### config.mk
export PLATFORM = sky130hd
export DESIGN_NAME = tpu_c_port
export DESIGN_NICKNAME = d
export VERILOG_FILES = /design/src/rtl/tpu_c_port.sv
export SDC_FILE = /design/constraint.sdc
export NUM_CORES = 1
export LEC_CHECK = 0
export CORE_MARGIN = 1.5
export CORE_UTILIZATION = 49
export DETAILED_ROUTE_END_ITERATION = 6
export GPL_TIMING_DRIVEN = 0
export PLACE_DENSITY = 0.91
export SLEW_MARGIN = 40
export SYNTH_ARGS = -nofsm -noshare
export SYNTH_HDL_FRONTEND = slang
export SYNTH_SLANG_ARGS = --single-unit
### constraint.sdc
create_clock -name clk -period 3.2 [get_ports clk]
set_input_delay 0.96 -clock clk [delete_from_list [all_inputs] [get_ports clk]]
set_output_delay 0.96 -clock clk [all_outputs]
set_load 0.02 [all_outputs]
### src/rtl/tpu_c_port.sv
// -----------------------------------------------------------------------------
// tpu_c_port
//   MMIO bridge for the systolic array's C accumulator matrix (window
//   0x0300-0x037F). The array moves whole rows (DIM x BITS_C bits) only, so
//   host 64-bit reads return one slice of a fetched row, and host writes
//   fetch the row, splice in the new slice and write the whole row back.
//
// Ports
//   clk, rst_n        clock, asynchronous active-low reset
//   req, r_w          one-cycle host strobe, 0 = read / 1 = write
//   addr, dataIn      host byte address and write data
//   ready             request accepted this cycle (combinational)
//   dataOut, rd_valid read data and its one-cycle strobe
//   mm_busy           array busy; blocks new accesses
//   Crow              row select to the array (registered)
//   Cout              row read data from the array (combinational from Crow)
//   Cin, WrEnC        row write data (registered) and one-cycle write strobe
// -----------------------------------------------------------------------------
module tpu_c_port #(
  parameter int BITS_C = 16,
  parameter int DIM    = 8,
  parameter int ADDRW  = 16,
  parameter int DATAW  = 64
) (
  input  logic                    clk,
  input  logic                    rst_n,
  input  logic                    req,
  input  logic                    r_w,
  input  logic [ADDRW-1:0]        addr,
  input  logic [DATAW-1:0]        dataIn,
  output logic                    ready,
  output logic [DATAW-1:0]        dataOut,
  output logic                    rd_valid,
  input  logic                    mm_busy,
  output logic [$clog2(DIM)-1:0]  Crow,
  input  logic [DIM*BITS_C-1:0]   Cout,
  output logic [DIM*BITS_C-1:0]   Cin,
  output logic                    WrEnC
);

  localparam int ROWW = DIM * BITS_C;
  localparam int WPR  = ROWW / DATAW;
  localparam int RW   = $clog2(DIM);
  localparam int HW   = (WPR > 1) ? $clog2(WPR) : 1;

  typedef enum logic [1:0] {IDLE, FETCH, RRESP, WBACK} state_t;

  state_t            state;
  logic [HW-1:0]     half_q;
  logic              wr_q;
  logic [DATAW-1:0]  data_q;

  // Address decode: byte offset bits are ignored, then half-select, then row.
  logic              hit;
  logic [RW-1:0]     row;
  logic [HW-1:0]     half;
  logic              accept;
  logic              unused_addr_bits;

  assign hit    = (addr[ADDRW-1:8] == (ADDRW-8)'(8'h03)) && !addr[7];
  assign row    = addr[3+HW +: RW];
  assign half   = addr[3 +: HW];
  assign ready  = (state == IDLE) && !mm_busy;
  assign accept = req && ready && hit;
  assign unused_addr_bits = ^addr[2:0];

  // Row with the latched slice replaced by the latched host data.
  logic [ROWW-1:0] merged;

  // NOTE: every always_comb output gets a full default first so no latch is
  // inferred when a branch or part-select leaves bits unassigned.
  always_comb begin
    merged = Cout;
    merged[int'(half_q)*DATAW +: DATAW] = data_q;
  end

  // NOTE: all state below is updated with non-blocking assignments so every
  // register samples pre-edge values regardless of statement order.
  always_ff @(posedge clk or negedge rst_n) begin
    if (!rst_n) begin
      state    <= IDLE;
      Crow     <= '0;
      Cin      <= '0;
      dataOut  <= '0;
      rd_valid <= 1'b0;
      WrEnC    <= 1'b0;
      half_q   <= '0;
      wr_q     <= 1'b0;
      data_q   <= '0;
    end else begin
      case (state)
        IDLE: begin
          if (accept) begin
            Crow   <= row;
            half_q <= half;
            wr_q   <= r_w;
            data_q <= dataIn;
            state  <= FETCH;
          end
        end
        // Cout is valid for the row selected on accept.
        FETCH: begin
          if (wr_q) begin
            Cin   <= merged;
            WrEnC <= 1'b1;
            state <= WBACK;
          end else begin
            dataOut  <= Cout[int'(half_q)*DATAW +: DATAW];
            rd_valid <= 1'b1;
            state    <= RRESP;
          end
        end
        RRESP: begin
          rd_valid <= 1'b0;
          state    <= IDLE;
        end
        WBACK: begin
          WrEnC <= 1'b0;
          state <= IDLE;
        end
        default: state <= IDLE;
      endcase
    end
  end

endmodule

==> run summary <==
status: finished clean
Tcrit/Tclk final: 91.5%
top-count cell post-synth: dfrtp_1
Final Worst Setup Slack: 0.272 ns
leading post-synthesis cells by cell area: dfrtp_1 (56%), mux2i_1 (16%), mux2_4 (7.6%)
Routed WL per cell: 23.2 um
async set or reset register ratio after synthesis: 100%
synthesized area per cell: 11.8 um2
switching fraction of total power: 22.0%
Post-synth EDFFs: 0
share of cells above drive strength 1: 11.7%
first-pass GRT wire length: 61900 um
Clk pwr share: 46.3%
Synth warnings: 0
Min Clock Period, post-route: 2.93 ns
most common library cells after synthesis: dfrtp_1 (265), mux2i_1 (192), nand2_1 (128)
Clk pin slew, worst setup/hold paths: 0.06 ns
number of port buffers: 407
Die H: 158 um
final WL: 41400 um
post-synthesis compound-gate area fraction: 8.32%
Total Neg Setup Slack: 0 ns
# DRC: 0
initial antenna violation count: 1
CTS sink cnt: 265
CP endpoint kind: primary output
cells after synthesis: 997
share of power burned in registers: 44.6%
fin util: 73.8%
cell family with most CP delay: buffers and inverters
DR iter-0 viols: 610
mux contribution to synthesized area: 24.8%
DR vias/cell: 5.64
total CTS buffers: 29
largest net degree at the start of global routing: 76
die span in x: 158 um
max incr delay on CP: 0.42 ns
std cell rows: 56
Comb pwr share: 9.2%
Pint: 6.02 mW
Place WS: -0.0773 ns
top cell type's share of synthesized area: 56.3%
main combinational cell family by area after synthesis: multiplexers
XOR/XNOR Fraction of Synth Area: 0%
critical path arrival: 1.97 ns
Synth Cell Area: 0.0118 mm2
CP cell instances: clkdlybuf4s50_1 -> nor3_2 -> dlygate4sd2_1
peak supply drop: 350 uV
R2R depth: 6
Post-Synth Adder-Cell Area: 0%
NetSw: 1.70 mW
Lkg Pwr: 7.42 nW
total gr overflow: 0
Post-synth top flop: dfrtp_1
power density cells: 445 mW/mm2
Cells after DPL: 1726
worst flop-to-flop path startpoint: state[1]
cell taking the most area after synthesis: dfrtp_1
area grow syn2layout: 47.4%
CP Data Required Time: 2.24 ns
Initial Util: 50.1%
Startpoint Class: input port
crit-path max FO: 2
worst slew pin tran: 0.758 ns
Hold Buf Count CTS: 0
reg2reg end: Cin[45]
Final Non-Filler Cells: 1779
Final GP Congestion: 0.880
Synth Net Count: 1210
dpl hpwl: 29100 um
WP buf/inv: 2
Root Buffer: clkbuf_16
Max Cap Viol: 0
total number of vias: 10000
Antenna Nets Post-Route: 0
Overall Global Routing Usage: 32.8%
Nets: 1651
Hold Vio Cnt, Final: 0
post-synthesis sequential area ratio: 56.3%
num ports: 411
Layout Skew: 0.0139 ns
final slew viol count: 0
final setup fails: 0
Distinct cells, synth: 24
FMAX: 342 MHz
simple-gate share of the synthesized area: 6.73%
clock latency on the worst-skew pair: 0.54 ns
Setup CP Type: in2out
CTS tree: built
flops & latches, synth: 265
Post-CTS Setup Bufs: 0
Die Footprint: 0.0250 mm2
vias in the first global route: 11000
worst-case clock buffer depth: 3
CP max-delay cell: dlygate4sd2_1
R2R Setup Slk: 1.19 ns
Slew headroom: 49.0%
drt first pass iters: 5
unrepaired setup endpoints after global routing: false
Hold Path Class: in2async
Core Footprint: 0.0235 mm2
# H-tree levels: 1
## area by class of cell
cell class	instances	area (um2)
well taps	319	399
clock buffers	41	841
fillers	1560	6170
repair buffers	410	4160
multi-input cells	659	4700
clock inverters	11	184
inverters	1	3.75
plain buffers	72	455
diodes	1	2.50
flip-flops and latches	265	6630
## state kept, by name, indices dropped and copies added, names as in the netlist
name and count:
Cin 128, Crow 3, WrEnC 1, dataOut 64, rd_valid 1, state 2
half_q 1, data_q 64, wr_q 1
## worst max-delay path by stage
stage	from	end	cells after the start
after detailed placement	mm_busy	ready	3
final	mm_busy	ready	3
after global routing	mm_busy	ready	3
after floorplan	mm_busy	Crow[0]	5
after global placement	rst_n	data_q[30]	1
after CTS	mm_busy	ready	3
## cell families (layout without fill, tap and decap cells)
kind of cell	after synthesis	count (layout)
other	0	1
AO/OA/AOI/OAI	196	196
flip-flops	265	265
multiplexers	261	261
AND/OR/NAND/NOR	202	202
buffers and inverters	73	535
## layer usage
| layer | vias up | track usage, % | share of wire, % |
|---|---|---|---|
| met4 | 0 | 18.6 | 5.2 |
| li1 | 4338 | - | - |
| met2 | 541 | 56.2 | 50 |
| met1 | 5006 | 36.9 | 36 |
| met5 | - | 0 | 0 |
| met3 | 140 | 8.71 | 8.7 |
## cells in the final DEF (no fill, tap or decap), types with 2 or more instances in the layout
cell type	synthesis	final
a21oi_1	66	66
buf_12	6	6
buf_16	0	3
buf_2	49	49
buf_4	2	2
buf_8	1	2
bufinv_16	0	5
clkbuf_1	13	18
clkbuf_16	0	29
clkbuf_8	0	7
clkdlybuf4s50_1	0	405
clkinv_2	0	5
dfrtp_1	265	265
mux2_1	9	9
mux2_4	60	60
mux2i_1	192	192
nand2_1	128	128
nor2_1	65	65
nor2b_1	2	2
o21ai_0	70	70
o21ai_1	60	60
## power groups by stage
| stage | sequential, mW | clock (mW) | combinational [mW] |
|---|---|---|---|
| after global routing | 3.45 | 3.71 | 0.755 |
| after global placement | 3.50 | 0 | 0.669 |
| after CTS | 3.44 | 3.59 | 0.707 |
| after floorplan | 3.55 | 0 | 0.146 |
| after detailed placement | 3.50 | 0 | 0.701 |
| final | 3.44 | 3.57 | 0.708 |
## per-stage QoR
stage	hold WS [ns]	area, um2	total power, mW
2_1_floorplan	0.480	11800	3.70
3_3_place_gp	0.460	16300	4.17
3_5_place_dp	0.469	16300	4.20
4_1_cts	0.336	17400	7.74
5_1_grt	0.364	17400	7.92
6_report	0.330	17400	7.73
## worst register-to-register path, delay by kind of cell (launching register included)
| family | cells | cell delay, ns |
|---|---|---|
| buf+inv | 3 | 0.93 |
| flops | 1 | 0.45 |
| simple gates | 2 | 0.42 |
| compound gates | 1 | 0.12 |
## timing repair
action / in CTS / in global routing
hold endpoints to repair: 0 / 0
setup endpoints to repair: 1 / 0
gates resized for setup: 1 / 0
(Power assumes the default switching activity.)
